--- src/rtl/vga_plot_arbiter_pkg.sv ---
// Shared screen geometry, colour constants and arbiter state encoding for the VGA plot path.
// Imported by the arbiter top and its round-robin picker.
package vga_plot_arbiter_pkg;

  localparam int DEF_X_W     = 9;
  localparam int DEF_Y_W     = 8;
  localparam int DEF_COLOR_W = 3;
  localparam int SCREEN_W    = 320;
  localparam int SCREEN_H    = 240;
  localparam int GRANT_W     = 3;

  localparam logic [2:0] COLOR_BLACK     = 3'b000;
  localparam logic [2:0] DEF_CLEAR_COLOR = COLOR_BLACK;

  typedef enum logic [1:0] {
    IDLE  = 2'd0,
    CLEAR = 2'd1,
    GRANT = 2'd2
  } state_t;

  // Round-robin search starts one past the previous owner, wrapping at n.
  function automatic logic [GRANT_W-1:0] rr_next(input logic [GRANT_W-1:0] cur, input int n);
    logic [GRANT_W-1:0] nxt;
    if (int'(cur) >= n - 1) nxt = '0;
    else                    nxt = cur + 1'b1;
    return nxt;
  endfunction

endpackage

--- src/rtl/vga_plot_arbiter_rr_select.sv ---
// Combinational round-robin pick: first set bit of valid at or above ptr, wrapping modulo N.
// Zero latency; found is low when no bit of valid is set.
module rr_select #(
  parameter int N     = 3,
  parameter int IDX_W = 3
) (
  input  logic [N-1:0]     valid,
  input  logic [IDX_W-1:0] ptr,
  output logic             found,
  output logic [IDX_W-1:0] idx
);

  logic [N-1:0]     rot;
  logic [IDX_W-1:0] off;
  logic [IDX_W:0]   sum;

  always_comb begin
    // Rotate so that bit 0 is the requester at ptr; the lowest set bit is then the winner.
    rot   = N'({valid, valid} >> ptr);
    found = |rot;
    off   = '0;
    for (int k = N - 1; k >= 0; k--) begin
      if (rot[k]) off = IDX_W'(k);
    end
    sum = {1'b0, ptr} + {1'b0, off};
    if (sum >= (IDX_W + 1)'(N)) sum = sum - (IDX_W + 1)'(N);
    idx = sum[IDX_W-1:0];
  end

endmodule

--- src/rtl/vga_plot_arbiter.sv ---
// Packet-granular round-robin arbiter plus full-screen clear sweep driving one vga_adapter write port.
// Plot/X/Y/color are registered one cycle after beat acceptance; only the owner sees ready, others stall.
module vga_plot_arbiter
  import vga_plot_arbiter_pkg::*;
#(
  parameter int                 NUM_REQ     = 3,
  parameter int                 X_W         = DEF_X_W,
  parameter int                 Y_W         = DEF_Y_W,
  parameter int                 COLOR_W     = DEF_COLOR_W,
  parameter int                 X_MAX       = SCREEN_W - 1,
  parameter int                 Y_MAX       = SCREEN_H - 1,
  parameter logic [COLOR_W-1:0] CLEAR_COLOR = COLOR_W'(DEF_CLEAR_COLOR)
) (
  input  logic                       clock,
  input  logic                       resetn,
  input  logic                       clear_start,
  output logic                       clear_busy,
  input  logic [NUM_REQ-1:0]         req_valid,
  input  logic [NUM_REQ-1:0]         req_last,
  input  logic [NUM_REQ*X_W-1:0]     req_x,
  input  logic [NUM_REQ*Y_W-1:0]     req_y,
  input  logic [NUM_REQ*COLOR_W-1:0] req_color,
  output logic [NUM_REQ-1:0]         req_ready,
  output logic [GRANT_W-1:0]         grant_id,
  output logic                       plot,
  output logic [X_W-1:0]             X,
  output logic [Y_W-1:0]             Y,
  output logic [COLOR_W-1:0]         color
);

  state_t               state;
  logic                 clear_pending;
  logic [X_W-1:0]       sweep_x;
  logic [Y_W-1:0]       sweep_y;

  logic [GRANT_W-1:0]   rr_start;
  logic [GRANT_W-1:0]   pick_idx;
  logic                 pick_found;

  logic                 cur_valid;
  logic                 cur_last;
  logic [X_W-1:0]       cur_x;
  logic [Y_W-1:0]       cur_y;
  logic [COLOR_W-1:0]   cur_color;
  logic                 cur_in_range;

  assign rr_start = rr_next(grant_id, NUM_REQ);

  rr_select #(
    .N     (NUM_REQ),
    .IDX_W (GRANT_W)
  ) u_rr_select (
    .valid (req_valid),
    .ptr   (rr_start),
    .found (pick_found),
    .idx   (pick_idx)
  );

  // Beat fields of the current owner.
  always_comb begin
    cur_valid = 1'b0;
    cur_last  = 1'b0;
    cur_x     = '0;
    cur_y     = '0;
    cur_color = '0;
    for (int i = 0; i < NUM_REQ; i++) begin
      if (grant_id == GRANT_W'(i)) begin
        cur_valid = req_valid[i];
        cur_last  = req_last[i];
        cur_x     = req_x[i*X_W +: X_W];
        cur_y     = req_y[i*Y_W +: Y_W];
        cur_color = req_color[i*COLOR_W +: COLOR_W];
      end
    end
  end

  assign cur_in_range = (cur_x <= X_W'(X_MAX)) && (cur_y <= Y_W'(Y_MAX));

  always_comb begin
    req_ready = '0;
    for (int i = 0; i < NUM_REQ; i++) begin
      req_ready[i] = (state == GRANT) && (grant_id == GRANT_W'(i));
    end
  end

  assign clear_busy = clear_pending | (state == CLEAR);

  always_ff @(posedge clock or negedge resetn) begin
    if (!resetn) begin
      state         <= IDLE;
      clear_pending <= 1'b0;
      grant_id      <= '0;
      sweep_x       <= '0;
      sweep_y       <= '0;
      plot          <= 1'b0;
      X             <= '0;
      Y             <= '0;
      color         <= '0;
    end else begin
      plot <= 1'b0;
      // A request arriving during a sweep restarts it instead of queueing a second sweep.
      if (clear_start && (state != CLEAR)) clear_pending <= 1'b1;

      case (state)
        IDLE: begin
          if (clear_pending) begin
            state         <= CLEAR;
            sweep_x       <= '0;
            sweep_y       <= '0;
            clear_pending <= 1'b0;
          end else if (pick_found) begin
            grant_id <= pick_idx;
            state    <= GRANT;
          end
        end

        GRANT: begin
          if (cur_valid) begin
            // Off-screen beats are consumed silently so the packet still terminates on its last beat.
            if (cur_in_range) begin
              plot  <= 1'b1;
              X     <= cur_x;
              Y     <= cur_y;
              color <= cur_color;
            end
            if (cur_last) state <= IDLE;
          end
        end

        CLEAR: begin
          plot  <= 1'b1;
          X     <= sweep_x;
          Y     <= sweep_y;
          color <= CLEAR_COLOR;
          if (clear_start) begin
            sweep_x <= '0;
            sweep_y <= '0;
          end else if (sweep_x == X_W'(X_MAX)) begin
            sweep_x <= '0;
            if (sweep_y == Y_W'(Y_MAX)) state <= IDLE;
            else                        sweep_y <= sweep_y + 1'b1;
          end else begin
            sweep_x <= sweep_x + 1'b1;
          end
        end

        default: state <= IDLE;
      endcase
    end
  end

endmodule

--- config.mk ---
export PLATFORM = sky130hd
export DESIGN_NAME = vga_plot_arbiter
export DESIGN_NICKNAME = d
export VERILOG_FILES = /design/src/rtl/vga_plot_arbiter_pkg.sv /design/src/rtl/vga_plot_arbiter_rr_select.sv /design/src/rtl/vga_plot_arbiter.sv
export SDC_FILE = /design/constraint.sdc
export NUM_CORES = 1
export LEC_CHECK = 0
export BUFFER_PORTS_ARGS = -buffer_cell sky130_fd_sc_hd__clkbuf_2
export CORE_AREA = 2 2 120 93
export CTS_CLUSTER_DIAMETER = 200
export DETAILED_ROUTE_END_ITERATION = 8
export DIE_AREA = 0 0 122 95
export SYNTH_ARGS = -nofsm -noshare
export SYNTH_HDL_FRONTEND = slang
export SYNTH_SLANG_ARGS = --single-unit
--- constraint.sdc ---
create_clock -name clock -period 4.8 [get_ports clock]
set_input_delay 0.24 -clock clock [delete_from_list [all_inputs] [get_ports clock]]
set_output_delay 0.24 -clock clock [all_outputs]
set_load 0.05 [all_outputs]
==> results.md <==
- The DRC violation count after routing is 0.
- The wire length per cell is 15.9 um.
- The basic-gate share of the synthesized area counting and, or, nand and nor cells is 0.218.
- The tree is rooted in a sky130_fd_sc_hd__clkbuf_16.
- The maximum level of the CTS H-tree is 2.
- The flip-flop and latch count after synthesis is 44.
- In the finished design, the share of the clock period the worst path needs comes to 0.822.
- In this run the tightest slew margin relative to its limit is 0.192.
- The Yosys step of the flow raised 0 warnings.
- The leakage power is 0.00190 uW.
- The TritonCTS clock tree is yes.
- The number of filler cells placed in the layout is ~1.1k.
- At the end of routability-driven placement, the weighted congestion stood at around 0.9.
- The synthesis-to-finish area growth is 20.9%.
- The slowest stage of the critical path is the sky130_fd_sc_hd__dfrtp_1 cell.
- Setup repair after global routing left no endpoint under its margin.
- Of the post-synthesis cell area, the dominant cell type holds 0.326.
- The power per unit of standard cell area is ~190 nW/um^2.
- By area, the combinational part of the netlist is dominated by simple AND/OR/NAND/NOR gates.
- Registers take roughly 1100 um^2.
- Of all flip-flops after synthesis, the portion carrying an async set or reset was 1.00.
- The area of the multi-input gates is just over 2000 um^2.
- The number of antenna violations at the first check in global routing came to 0.
- The synthesized netlist net count is between 400 and 500.
- The compound-cell area share of the yosys netlist was 0.217.
- The clock arrives with between 6 and 7 ps of skew.
- The number of buffers and inverters on the critical path is 2.
- sky130_fd_sc_hd__dfrtp_1 is the most common cell in the netlist.
- The synthesized area divided by synthesized cell count is slightly below 9 um^2.
- The critical path runs through a total of 13 cells.
- For this design, the sink count on the clock tree is 44.
- The floorplan step defined a die boundary enclosing ~12000 um^2.
- The mean number of vias per cell is 5.22.
- The maximum cell stage delay along the critical path is 610 ps.
- The clock reaches the later pin of the worst-skew pair after between 200 and 300 ps.
- Yosys mapped the design onto 61 distinct sky130hd cell types.
- The final route contains around 3.2k vias.
- The floorplan core area is roughly 11000 um^2.
- 97 I/O pins were placed.
- The sum of routed wire length over all layers is 9700 um.
- Buffers placed on the I/O ports in this run total 96.
- Across the VDD grid, the largest voltage drop is between 100 and 150 uV.
- Measured against the total synthesized area, the mux share comes to 0.110.
- The peak clock frequency supported by timing is 253 MHz.
- Counting cells, the worst reg-to-reg path comes to 13.
- The critical path is of the flip-flop to flip-flop type.
- The count of final hold-check violations came to 0.
- The number of cells produced by synthesis is between 300 and 400.
- Of all nets on the critical path, the largest fanout is 15.
- The detail route stage leaves a number of antenna-violating nets equal to 0.
- Across every metal layer, demand over resource in global routing totals 0.170.
- The number of global-route vias before repair came to 3110.
- The worst endpoint data arrival time is just over 4000 ps.
- The die extent in x is roughly 120 um.
- The most common flop cell mapped by yosys is sky130_fd_sc_hd__dfrtp_1.
- Of the total synthesized cell area, the portion taken by XOR and XNOR cells is 0.0181.
- The critical path launch point type is a flip-flop.
- After synthesis, the most frequently instantiated cells are sky130_fd_sc_hd__dfrtp_1 (44), sky130_fd_sc_hd__nand2_1 (40), sky130_fd_sc_hd__a21oi_1 (34), sky130_fd_sc_hd__o21ai_0 (28), sky130_fd_sc_hd__nor2_1 (24).
- For this configuration, the core starts out at a cell density of 0.321.
- The final core utilization is 0.388.
- Hold repair after CTS inserted 0 buffers.
- Clock-pin slew was measured on the worst setup and hold paths at 70 ps.
- The total congestion overflow after global routing is 0.
- The layout cell share with drive strength beyond 1 is 0.294.
- The final layout contains between 500 and 600 nets.
- The worst setup path is captured at a flip-flop.
- After legalization and detailed placement, the total HPWL measured a little over 7000 um.
- The die height is around 95 um.
- In the post-synthesis netlist, the biggest area contributors are sky130_fd_sc_hd__dfrtp_1 (33%), sky130_fd_sc_hd__a21oi_1 (5.0%), sky130_fd_sc_hd__ha_1 (4.4%).
- The clock passes through at most 2 buffers.
- The completed layout was analyzed and its total power is 787 uW.
- Entering global routing, the biggest net connects 45 pins.
- Row generation in the floorplan step produced 33 rows.
- Of the synthesized area, sequential elements account for 0.326.
- The number of buffers added by the clock tree synthesis step is 5.
- The first detailed-routing pass ran for 5 iterations.
- Grouping stages by cell kind, the critical path spends the most delay in simple AND/OR/NAND/NOR gates.
- The worst hold path belongs to the class primary input to asynchronous set/reset pin.
- Gates resized during post-CTS repair numbered 0.
- Setup total negative slack on the finished layout was measured at 0 ps.
- Walking the worst path, the cells encountered are inv_1 > ha_1 > nor3b_2 > inv_1 > a41oi_1 > nor2_1 > and2_1 > ha_1 > a21oi_1 > or3b_1 > a21oi_2 > mux2i_1 > mux2i_1.
- The number of maximum-capacitance constraint violations is 0.
- The number of synthesized flops with an enable pin is 0.
- 0 antenna diodes ended up in the layout.
- The largest total area in the synthesized netlist belongs to sky130_fd_sc_hd__dfrtp_1.
- The share of synthesized cell area in full adder, half adder and majority cells is 0.0503.
- The transition at the pin with the smallest max-transition slack is 1210 ps.
- The max-slew violation count is 0.
- The first routing iteration left ~260 violations.
- The worst path required time is just under 5000 ps.
- The routed design could run at a clock period as short as about 3900 ps.
- The run finished with clean final reports.
- After synthesis the cells add up to between 3000 and 4000 um^2.
- The post-CTS setup buffer count is 0.
- The first-pass GRT wire length is about 15000 um.
- The total of endpoints with negative setup slack in the final report is 0.
-- where the power goes --
group	total (uW)	internal, uW	leakage (uW)	switching, uW
clock	354	208	0.0000701	147
combinational	55.1	29.0	0.00128	26.1
sequential	377	373	0.000549	3.81
total	787	610	0.00190	177
-- flip-flops by register name, summed over array words and instances (netlist names) --
name           cells
sweep_y            8
grant_id           3
X                  9
state              2
clear_pending      1
sweep_x            9
color              3
Y                  8
plot               1
-- path summary, 6_finish.rpt --
check / start / to / slack, ps
min in group clock: clear_start / clear_pending / 230
worst min register to register: X[0] / X[0] / 510
worst max register to register: grant_id[0] / grant_id[1] / 850
worst min-delay path: resetn / X[1] / 30
max in group asynchronous: resetn / Y[1] / 4370
worst max-delay path: grant_id[0] / grant_id[1] / 850
-- cell families (layout without fill, tap and decap cells) --
logic type | count (synthesis) | count (layout)
buf+inv | 40 | 127
simple gates | 140 | 140
xor+xnor | 7 | 7
fa+ha+maj | 13 | 13
mux | 31 | 31
flops | 44 | 44
compound gates | 107 | 107
-- cell usage in the layout, fill, tap and decap left out, types with 5 or more instances in the layout --
master,n
sky130_fd_sc_hd__clkbuf_16,5
sky130_fd_sc_hd__mux2i_1,9
sky130_fd_sc_hd__mux2_2,11
sky130_fd_sc_hd__a32o_1,9
sky130_fd_sc_hd__nand2b_1,22
sky130_fd_sc_hd__nand2_1,40
sky130_fd_sc_hd__a21oi_1,34
sky130_fd_sc_hd__nand4_1,5
sky130_fd_sc_hd__clkbuf_2,96
sky130_fd_sc_hd__nor2_1,24
sky130_fd_sc_hd__dfrtp_1,44
sky130_fd_sc_hd__ha_1,12
sky130_fd_sc_hd__nand3b_1,8
sky130_fd_sc_hd__mux2_4,9
sky130_fd_sc_hd__nor3_1,6
sky130_fd_sc_hd__o21ai_0,28
sky130_fd_sc_hd__buf_4,5
sky130_fd_sc_hd__inv_1,18
sky130_fd_sc_hd__o31ai_1,5
sky130_fd_sc_hd__nand3_1,8
sky130_fd_sc_hd__or4_1,9
-- layout make-up --
type | count | share of cell area
Multi-Input combinational cell | 298 | 0.508
Sequential cell | 44 | 0.269
Timing Repair Buffer | 101 | 0.127
Tap cell | 140 | 0.0429
Clock buffer | 7 | 0.0349
Inverter | 18 | 0.0165
Clock inverter | 1 | 0.00184
-- through the flow --
step                      worst slack (ps)  std cells  cell area [um^2]  hold slack (ps)
after CTS                              851        609              4090             61.3
after global placement                1100        601              3940              368
after floorplan                        950        382              3380            -55.6
after global routing                   497        609              4090             92.2
final                                  852        609              4090             31.7
after detailed placement               873        601              3940              371
-- layer usage --
metal  global-route usage  part of all wire  wire (um)  vias to the layer above
met3               0.0368             0.063        612                        7
met1                0.225              0.47       4560                     1511
li1                     -                 -          -                     1569
met4               0.0335            0.0080         78                        0
met2                0.287              0.46       4440                       95
met5                    0                 0          0                        -
(Power assumes the default switching activity.)
